File: config.mk
export PLATFORM = sky130hd
export DESIGN_NAME = seq_detector_param
export DESIGN_NICKNAME = d
export VERILOG_FILES = /design/src/rtl/seq_detector_param.sv
export SDC_FILE = /design/constraint.sdc
export NUM_CORES = 1
export LEC_CHECK = 0
export CORE_UTILIZATION = 55
export CTS_CLUSTER_SIZE = 8
export DETAILED_ROUTE_END_ITERATION = 16
export PLACE_DENSITY_LB_ADDON = 0.08
export SETUP_SLACK_MARGIN = 0.1
export SYNTH_ARGS = -nofsm -noshare
export SYNTH_HDL_FRONTEND = slang
export SYNTH_SLANG_ARGS = --single-unit
File: constraint.sdc
create_clock -name clk -period 4.2 [get_ports clk]
set_input_delay 0.84 -clock clk [delete_from_list [all_inputs] [get_ports clk]]
set_output_delay 0.84 -clock clk [all_outputs]
set_load 0.05 [all_outputs]
File: src/rtl/seq_detector_param.sv
// Parametrised Moore serial pattern detector with runtime-reloadable pattern/overlap
// mode, valid-qualified input and a saturating match counter.
module seq_detector_param #(
  parameter int               PAT_W       = 4,
  parameter int               CNT_W       = 8,
  parameter logic [PAT_W-1:0] DEFAULT_PAT = 4'b1101,
  parameter logic             DEFAULT_OVL = 1'b0,
  localparam int              PROG_W      = $clog2(PAT_W + 1)
) (
  input  logic              clk,
  input  logic              arstn,
  input  logic              in_valid,
  input  logic              in_bit,
  input  logic              cfg_load,
  input  logic [PAT_W-1:0]  cfg_pattern,
  input  logic              cfg_overlap,
  input  logic              clear_cnt,
  output logic              match,
  output logic [CNT_W-1:0]  match_count,
  output logic              count_sat,
  output logic [PROG_W-1:0] progress
);

  localparam logic [PROG_W-1:0] MATCH_ST = PROG_W'(PAT_W);
  localparam logic [CNT_W-1:0]  CNT_MAX  = '1;

  logic [PAT_W-1:0]  pattern_q;
  logic [PAT_W-1:0]  history_q;
  logic              overlap_q;
  logic [PROG_W-1:0] state_q;
  logic [PROG_W-1:0] state_d;
  logic [PAT_W-1:0]  cand;
  int                k_eff;
  logic              enter_match;

  // State register.
  // NOTE: sequential state uses non-blocking assignments so every flop samples
  // pre-edge values regardless of process evaluation order.
  always_ff @(posedge clk or negedge arstn) begin
    if (!arstn) state_q <= '0;
    else        state_q <= state_d;
  end

  always_ff @(posedge clk or negedge arstn) begin
    if (!arstn) begin
      pattern_q <= DEFAULT_PAT;
      overlap_q <= DEFAULT_OVL;
      history_q <= '0;
    end else if (cfg_load) begin
      pattern_q <= cfg_pattern;
      overlap_q <= cfg_overlap;
      history_q <= '0;
    end else if (in_valid) begin
      history_q <= {history_q[PAT_W-2:0], in_bit};
    end
  end

  // Next state: longest suffix of (last k bits + new bit) that equals a pattern
  // prefix, found by comparing every suffix length against the matching prefix.
  // NOTE: every variable gets a default at the top of always_comb so no path
  // can leave it unassigned and infer a latch.
  always_comb begin
    state_d = state_q;
    cand    = {history_q[PAT_W-2:0], in_bit};
    k_eff   = 0;
    if (cfg_load) begin
      state_d = '0;
    end else if (state_q > MATCH_ST) begin
      state_d = '0;  // unreachable encodings recover to P0
    end else if (in_valid) begin
      k_eff   = (state_q == MATCH_ST && !overlap_q) ? 0 : int'(state_q);
      state_d = '0;
      for (int j = 1; j <= PAT_W; j++) begin
        if (j <= k_eff + 1 &&
            ((cand ^ (pattern_q >> (PAT_W - j))) & ({PAT_W{1'b1}} >> (PAT_W - j))) == '0)
          state_d = PROG_W'(j);
      end
    end
  end

  // Moore outputs decoded from the registered state only.
  always_comb begin
    match    = (state_q == MATCH_ST);
    progress = state_q;
  end

  assign enter_match = in_valid && !cfg_load && (state_d == MATCH_ST);

  always_ff @(posedge clk or negedge arstn) begin
    if (!arstn) begin
      match_count <= '0;
      count_sat   <= 1'b0;
    end else if (clear_cnt) begin
      match_count <= '0;
      count_sat   <= 1'b0;
    end else if (enter_match) begin
      if (match_count != CNT_MAX)            match_count <= match_count + 1'b1;
      if (match_count >= CNT_MAX - 1'b1)     count_sat   <= 1'b1;
    end
  end

endmodule

* After elaboration in Yosys (flattened, before gate mapping)
Cells that the tools add are included.
** Operators by class
- Add/sub/neg operators :: 2
- $lt $le $gt $ge :: 6
- Eq/ne operators :: 3
- Multiplexer cells :: 16
- Bitwise gates (word level) :: 4
- Reductions and logical operators :: 19
** Operators by type and width (number)
- $le A3 B32 Y1 const A :: 2
- $le A2 B32 Y1 const A :: 1
- $mux W3 :: 9
- $mux W8 :: 3
- $logic_not A4 Y1 :: 4
- $add A8 B1 Y8 const B :: 1
- $ge A8 B8 Y1 const B :: 1
- $ne A8 B8 Y1 const B :: 1
- $reduce_bool A2 Y1 :: 4
- $logic_and A1 B1 Y1 :: 7
- $eq A3 B3 Y1 const B :: 2
- $add A3 B1 Y4 const B :: 1
- $le A3 B4 Y1 const A :: 1
- $mux W1 :: 4
- $reduce_and A2 Y1 :: 2
- $xor A4 B4 Y4 :: 1
- $gt A3 B3 Y1 const B :: 1
- $xor A3 B3 Y3 :: 1
- $logic_not A1 Y1 :: 2
- $xor A2 B2 Y2 :: 1
- $xor A1 B1 Y1 :: 1
** Storage, ports and cells
- Register bits :: 20
- Bits of input ports :: 11
- Output and inout port bits :: 13
- Logic and storage cells :: 56

* Depth between registers and ports, before layout
- Depth in word-level cells :: 17
- Gate-level depth with buffers :: 8
- Mapped depth without buffers :: 7

* Worst setup path after synthesis
Ideal clock, no wire load.
- Path kind :: input port to flip-flop
- From :: input port in_valid
- To :: register match_count[5]
- Arrival :: 2.282 ns
- Slack :: 1.800 ns
- Cell stages on the path :: 6
- Path buffers :: 1
- Path through :: buf_6 inv_4 or4b_4 or3_1 o31a_1 o21a_1
** Between the ends
- Longest elaborated chain between the ends :: 7
- Elaborated cells between the ends (all ways) :: 8
- Those cells by class :: 1 x eq/ne; 3 x mux; 4 x reduce/logical
** Ends and longest elaborated chain
- start, declared :: line 12 : input logic in_valid,
- $mux W3 :: line 70 : end else if (in_valid) begin
- $mux W3 :: line 68 : end else if (state_q > MATCH_ST) begin
- $mux W3 :: line 66 : if (cfg_load) begin
- $eq A3 B3 Y1 :: line 87 : assign enter_match = in_valid && !cfg_load && (state_d == MATCH_ST);
- $logic_and A1 B1 Y1 (*) :: line 87
- $reduce_bool A2 Y1 (no line) (*)
- $reduce_and A2 Y1 (no line) (*)
- end signal, assigned :: line 97 : if (match_count != CNT_MAX) match_count <= match_count + 1'b1;
- end, declared :: line 19 : output logic [CNT_W-1:0] match_count,
Every way passes the cells marked *; elsewhere a longest branch is shown, timed or not.
A chain may end at the register's enable or synchronous reset.

* Final worst setup path
- From :: register state_q[0] (netlist: progress[0])
- To :: output port match
** Between the ends
- Longest elaborated chain between the ends :: 1
** Ends and longest elaborated chain
- start, declared :: line 30 : logic [PROG_W-1:0] state_q;
- start signal, assigned :: line 41 : else state_q <= state_d;
- $eq A3 B3 Y1 :: line 83 : match = (state_q == MATCH_ST);
- end, declared :: line 18 : output logic match,
No other way between the ends.

==> metrics.md <==
| Metric | Value |
|---|---|
| Gpl congestion | `roughly 0.82` |
| Register bit count reported by yosys | `20` |
| XOR/XNOR share of the synthesized area | `between 7 and 8%` |
| Clock Path Buffers | `2` |
| Synth unique cells | `between 40 and 50` |
| Vias per cell | `about 6.0` |
| Mapped cell area | `approximately 1300 sq um` |
| CP Capture Type | `output pin` |
| Sequential-to-total area share from yosys stat | `between 30% and 40%` |
| Worst setup path category | `flop to output pin` |
| Global-route wire length before repair | `approximately 4700 um` |
| Top achievable clock speed | `350.1 MHz` |
| Number of I/O pins | `24` |
| Slack of the worst reg-to-reg path | `between 1500 and 2000 ps` |
| Primary FF master, synth | `dfrtp_1` |
| Setup Fix Bufs, Post-CTS | `0` |
| Max-slew violations | `0` |
| TritonRoute pass-1 iters | `5` |
| Clock skew | `slightly below 8 ps` |
| Hold Crit Endpoint | `overlap_q` |
| CP startpoint kind | `flop` |
| Worst-path fanout max | `5` |
| Min cycle time layout | `approximately 2900 ps` |
| Share of cells above drive strength 1 | `11.32%` |
| Setup Viol. Count Final | `0` |
| Syn-to-layout area delta | `18.31%` |
| Peak VDD IR | `approximately 0.22 mV` |
| Post-synthesis mux area share | `around 8%` |
| All-layer global routing usage | `between 20% and 30%` |
| Hold path depth | `1` |
| Hold buffer count at cts | `0` |
| Fin Hold WS | `between 500 and 600 ps` |
| Drt drc | `0` |
| Number of global-route vias before repair | `roughly 1.1k` |
| Final hold violation count | `0` |
| # Max-Cap Violations | `0` |
| ANT cells | `0` |
| Die footprint | `2650 sq um` |
| Ys async rst share | `100.0%` |
| Hold Crit Start | `overlap_q` |
| Chip width | `between 50 and 60 um` |
| Synthesized Nets | `~160` |
| Nets | `approximately 180` |
| Post-synthesis cell count | `140` |
| Worst-Margin Slew | `884.5 ps` |
| Worst-Skew Late Latency | `~310 ps` |
| Tcrit/Tclk final | `around two thirds` |
| DRT iter0 DRCs | `30` |
| Setup tns final | `0 ps` |
| Clk sinks | `20` |
| Initial antenna violation count | `0` |
| Initial Utilization | `between 50 and 60%` |
| Pwr dens | `roughly 250 nW/um^2` |
| Worst path arrival time | `2020 ps` |
| Htree depth | `1` |
| Clk slew on worst S/H paths | `around 110 ps` |
| WP data required | `between 3000 and 4000 ps` |
| Worst slew margin | `between 40% and 50%` |
| Hold WC Path Type | `flop to flop` |
| Chip height | `about 51 um` |
| Main combinational cell family by area after synthesis | `simple AND/OR/NAND/NOR gates` |
| GRT overflow | `0` |
| Via count | `about 1.1k` |
| Leakage power | `about 0.00065 uW` |
| Avg WL per Cell | `approximately 15 um` |
| Mean post-synth cell area | `between 9 and 10 sq um` |
| Status | `finished clean` |
| Largest net degree at the start of global routing | `21` |
| Adder-cell share of the synthesized area | `approximately 5.6%` |
| Critical R2R Launch | `progress[0]` |
| Hpwl dp | `2068 um` |
| R2R cell count | `7` |
| Post-Route WL | `around 2700 um` |
| Routed Antenna Nets | `0` |
| Root Buffer | `clkbuf_4` |
| TritonCTS buffer count | `3` |
| FP Rows | `17` |
| Post-synth EDFFs | `0` |
| CTS tree | `done` |
| Core region area | `~2300 sq um` |
| RSZ-0062 raised after global routing | `false` |
| Yosys warnings | `0` |
| Synth Area in Simple Gates | `21.93%` |
| Port bufs | `23` |
| Worst r2r dst | `match_count[1]` |
| Compound-gate portion of the synthesized area | `between 10% and 20%` |
| Post-CTS Resized | `0` |
## metal layers
metal	part of all wire [%]	GRT usage [%]
met3	4.2	4.464
met2	47	40.69
met1	47	29.36
met4	1.5	10.36
met5	0	0
## kinds of logic (layout without fill, tap and decap cells)
kind of cell	after synthesis	in the layout
AO/OA/AOI/OAI	27	27
XOR/XNOR	10	10
flip-flops	20	20
adder cells (fa/ha/maj)	6	6
buffers and inverters	15	34
multiplexers	10	10
AND/OR/NAND/NOR	52	52
## sequential cells by signal, indices dropped and copies added, names as in the netlist
| signal | count |
|---|---|
| overlap_q | 1 |
| progress | 3 |
| match_count | 8 |
| pattern_q | 4 |
| history_q | 3 |
| count_sat | 1 |
## synthesized netlist by cell type, drive strengths merged (2+ instances only)
| cell | instances | area, sq um |
|---|---|---|
| o21ai | 3 | 18.77 |
| a31oi | 5 | 31.28 |
| or4 | 2 | 15.01 |
| mux2 | 6 | 67.56 |
| dfrtp | 17 | 425.4 |
| dfstp | 3 | 78.83 |
| buf | 6 | 47.54 |
| a21oi | 6 | 30.03 |
| nand2 | 12 | 45.04 |
| ha | 6 | 75.07 |
| nor3 | 3 | 15.01 |
| clkbuf | 2 | 7.510 |
| or4b | 2 | 23.77 |
| and4 | 3 | 26.28 |
| nor2b | 2 | 12.51 |
| nand3 | 2 | 10.01 |
| o21a | 3 | 22.52 |
| nor2 | 12 | 45.04 |
| o31ai | 2 | 15.01 |
| mux2i | 4 | 40.04 |
| or3 | 2 | 12.51 |
| and3 | 3 | 18.77 |
| inv | 7 | 28.78 |
| and2 | 3 | 18.77 |
| xor2 | 6 | 60.06 |
| xnor2 | 4 | 35.03 |
| nor4 | 3 | 33.78 |
## worst max path at each step
stage	from	end	slack [ps]	cells after the start
finish	progress[0]	match	1340	4
global route	progress[0]	match	1210	4
CTS	progress[0]	match	1300	4
detailed placement	in_valid	match_count[5]	1090	6
global placement	in_valid	match_count[5]	1130	6
floorplan	in_valid	match_count[5]	1800	6
## report_power, final
part,switching [uW],internal [uW],total [uW]
clock,61.9,53.0,115
combinational,36.8,32.4,69.2
sequential,10.3,202,212
## layout make-up
type                            instances  area (sq um)
Clock buffer                            4         36.28
Fill cell                             178         661.9
Inverter                                7         28.78
Multi-Input combinational cell        105         758.2
Sequential cell                        20         504.2
Tap cell                               28         35.03
Timing Repair Buffer                   23         230.2
## worst max-delay path, stage by stage, from the launching register on
cell,delay (ps)
dfrtp_1,440
inv_1,130
ha_1,210
and2_1,140
clkdlybuf4s50_1,790
## metrics by stage
stage	cells	setup slack [ps]	total power (uW)	area, sq um	util, %
after floorplan	140	1800	264.3	1346	-
after global placement	183	1129	283.5	1556	69.03
after detailed placement	183	1092	285.2	1556	69.03
after CTS	187	1303	400.6	1593	70.64
after global routing	187	1213	414.1	1593	70.64
final	187	1344	396.4	1593	70.64
## cell usage in the layout, fill, tap and decap left out, types with 5 or more instances in the layout
cell             synthesis  layout
inv_1                    6       6
nand2_1                 12      12
xor2_1                   5       5
a31oi_1                  5       5
mux2_2                   5       5
ha_1                     6       6
a21oi_1                  6       6
nor2_1                  12      12
dfrtp_1                 17      17
clkdlybuf4s50_1          0      23
No activity file was read; power rests on OpenSTA's default activity.
==> RTL edit, RTL diff (config.mk and constraints unchanged) <==
The parameter `DEFAULT_PAT` goes from 4'b1101 to 4'b0110.
--- a/src/rtl/seq_detector_param.sv
+++ b/src/rtl/seq_detector_param.sv
@@ -3,7 +3,7 @@
 module seq_detector_param #(
   parameter int               PAT_W       = 4,
   parameter int               CNT_W       = 8,
-  parameter logic [PAT_W-1:0] DEFAULT_PAT = 4'b1101,
+  parameter logic [PAT_W-1:0] DEFAULT_PAT = 4'b0110,
   parameter logic             DEFAULT_OVL = 1'b0,
   localparam int              PROG_W      = $clog2(PAT_W + 1)
 ) (
Check against the original RTL: not equivalent (Yosys sat finds a counterexample within 4 cycles, from zero or initial values and one cycle with arstn low).
==> RTL edit against the original RTL <==
  * Final area is 0.71% lower
  * Hold slack better by 0.034 ns
  * Combinational power is 1% higher
  * Critical path depth stayed put
  * Setup slack better by 0.027 ns
  * Synthesized area hardly changed
  * Core utilization is 0.50 points lower
  * Sequential cell count stayed put
  * Routed wire length is 1.5% higher
  * Synthesized cell count stayed put
  * Power is 4.8% lower
==> RTL edit: results (changes against the original RTL) <==
route:
  topRoutingLayerUsed: "met4"
  dr.pass1.iters: 4  # -1
  dr_wl_met2_mm: 1.30  # about the same
  vias: 1112  # -0.54%
  first_iter_violations: 24  # -20%
  wl_met3_microns: 114  # unchanged
  wire_per_inst_microns: 14.9  # +1.5%
  met1Wirelength_mm: 1.33  # +3.5%
yosys:
  yosysSeqAreaShare_pct: 37.4  # -0.058 points
  yosys-mux-area-fraction_pct: 8.00  # about the same
  synth_common_cells: "dfrtp_1 (18), nand2_1 (12), nor2_1 (12)"
  synth_xor_area_share_pct: 7.07  # about the same
  yosys_warnings: 0  # unchanged
  synth_nets: 157  # unchanged
  syn_area_per_cell_sq_um: 9.61  # about the same
  synthAdderAreaFrac_pct: 5.58  # about the same
  synth_area_leaders: "dfrtp_1 (33%), ha_1 (5.6%), mux2_2 (4.2%), dfstp_2 (3.9%), nand2_1 (3.3%)"
  synth_compound_area_share_pct: 13.8  # about the same
worst_setup_path:
  r2r_end: "match_count[3]"
  rrSetupSlack_ns: 1.87  # +0.05 ns
sta:
  finClkSkew_ns: 0.00840  # +0.000714 ns
  hold_slack_ns: 0.547  # +0.0339 ns
  worst_pin_slew_ns: 0.900  # +0.0155 ns
placed_design:
  io_buffers: 23  # unchanged
  gp_congestion: 0.794  # -3.2%
  place_area_sq_um: 1560  # about the same
  dp_hpwl_mm: 2.04  # -1.2%
clocking:
  clkLatencyLatePin_ns: 0.29  # -0.02 ns
  clk_pin_slew_ns: 0.11  # about the same
  root_buffer: "clkbuf_4"
  htreeDepth: 1  # unchanged
finish:
  drive_above_1_share_pct: 10.1  # -1.3 points
  nFillCells: 189  # +6.2%
  diodes: 0  # unchanged
global_route:
  grt_pass1_wl_mm: 4.66  # +0.15%
  grt_pass1_vias: 1089  # +2.8%
  track_usage_pct: 23.6  # -0.33 points
pwr:
  irDropWorstVdd_mv: 0.204  # -5.2%
  p_int_uw: 270  # -5.9%
  leakagePower_nw: 0.646  # -0.74%
run_status:
  status: "completed"
worst_hold_path:
  whs_endpoint: "overlap_q"
RTL edit: cell count changes after synthesis, sizes merged:
cell   before  now
dfrtp      17   18
dfstp       3    2
RTL edit: through the flow:
stage	utilization [%]	setup slack, ns
final	70.1	1.37
after global routing	70.1	1.26
after CTS	70.1	1.35
after detailed placement	69.0	1.09
after global placement	69.0	1.13
after floorplan	-	1.80
RTL edit: kinds of logic (layout without fill, tap and decap cells):
group | after synthesis | after routing
simple gates | 52 | 52
compound gates | 27 | 27
flops | 20 | 20
buf+inv | 15 | 34
xor+xnor | 10 | 10
mux | 10 | 10
fa+ha+maj | 6 | 6
RTL edit: worst max-delay path, cell delays in order (launching register included):
cell and delay, ns:
dfrtp_1 0.44, inv_1 0.13, ha_1 0.21, and2_1 0.13
clkdlybuf4s50_1 0.79
RTL edit: final cells by class:
class | count | area, sq um | area share [%]
multi-input combinational | 105 | 758 | 47.9
sequential | 20 | 503 | 31.8
timing repair buffer | 23 | 230 | 14.6
tap | 28 | 35.0 | 2.22
inverter | 7 | 28.8 | 1.82
clock buffer | 4 | 26.3 | 1.66
RTL edit: routing by layer:
layer / vias to the layer above / track usage [%]
met2: 32 / 39.4
met3: 6 / 3.57
met4: 0 / 7.21
met1: 536 / 31.3
met5: - / 0
li1: 538 / -
RTL edit: worst max path at each step:
| stage | to | slack [ns] | startpoint |
|---|---|---|---|
| 4_1_cts | match | 1.35 | progress[0] |
| 3_3_place_gp | match_count[5] | 1.13 | in_valid |
| 5_1_grt | match | 1.26 | progress[0] |
| 2_1_floorplan | match_count[5] | 1.80 | in_valid |
| 3_5_place_dp | match_count[5] | 1.09 | in_valid |
| 6_report | match | 1.37 | progress[0] |
RTL edit: power groups by stage:
| stage | Combinational (mW) | Clock (mW) | Sequential, mW |
|---|---|---|---|
| 6_report | 0.0700 | 0.0959 | 0.211 |
| 3_3_place_gp | 0.0678 | 0 | 0.215 |
| 2_1_floorplan | 0.0507 | 0 | 0.213 |
| 5_1_grt | 0.0771 | 0.104 | 0.213 |
| 3_5_place_dp | 0.0703 | 0 | 0.215 |
| 4_1_cts | 0.0704 | 0.0985 | 0.211 |
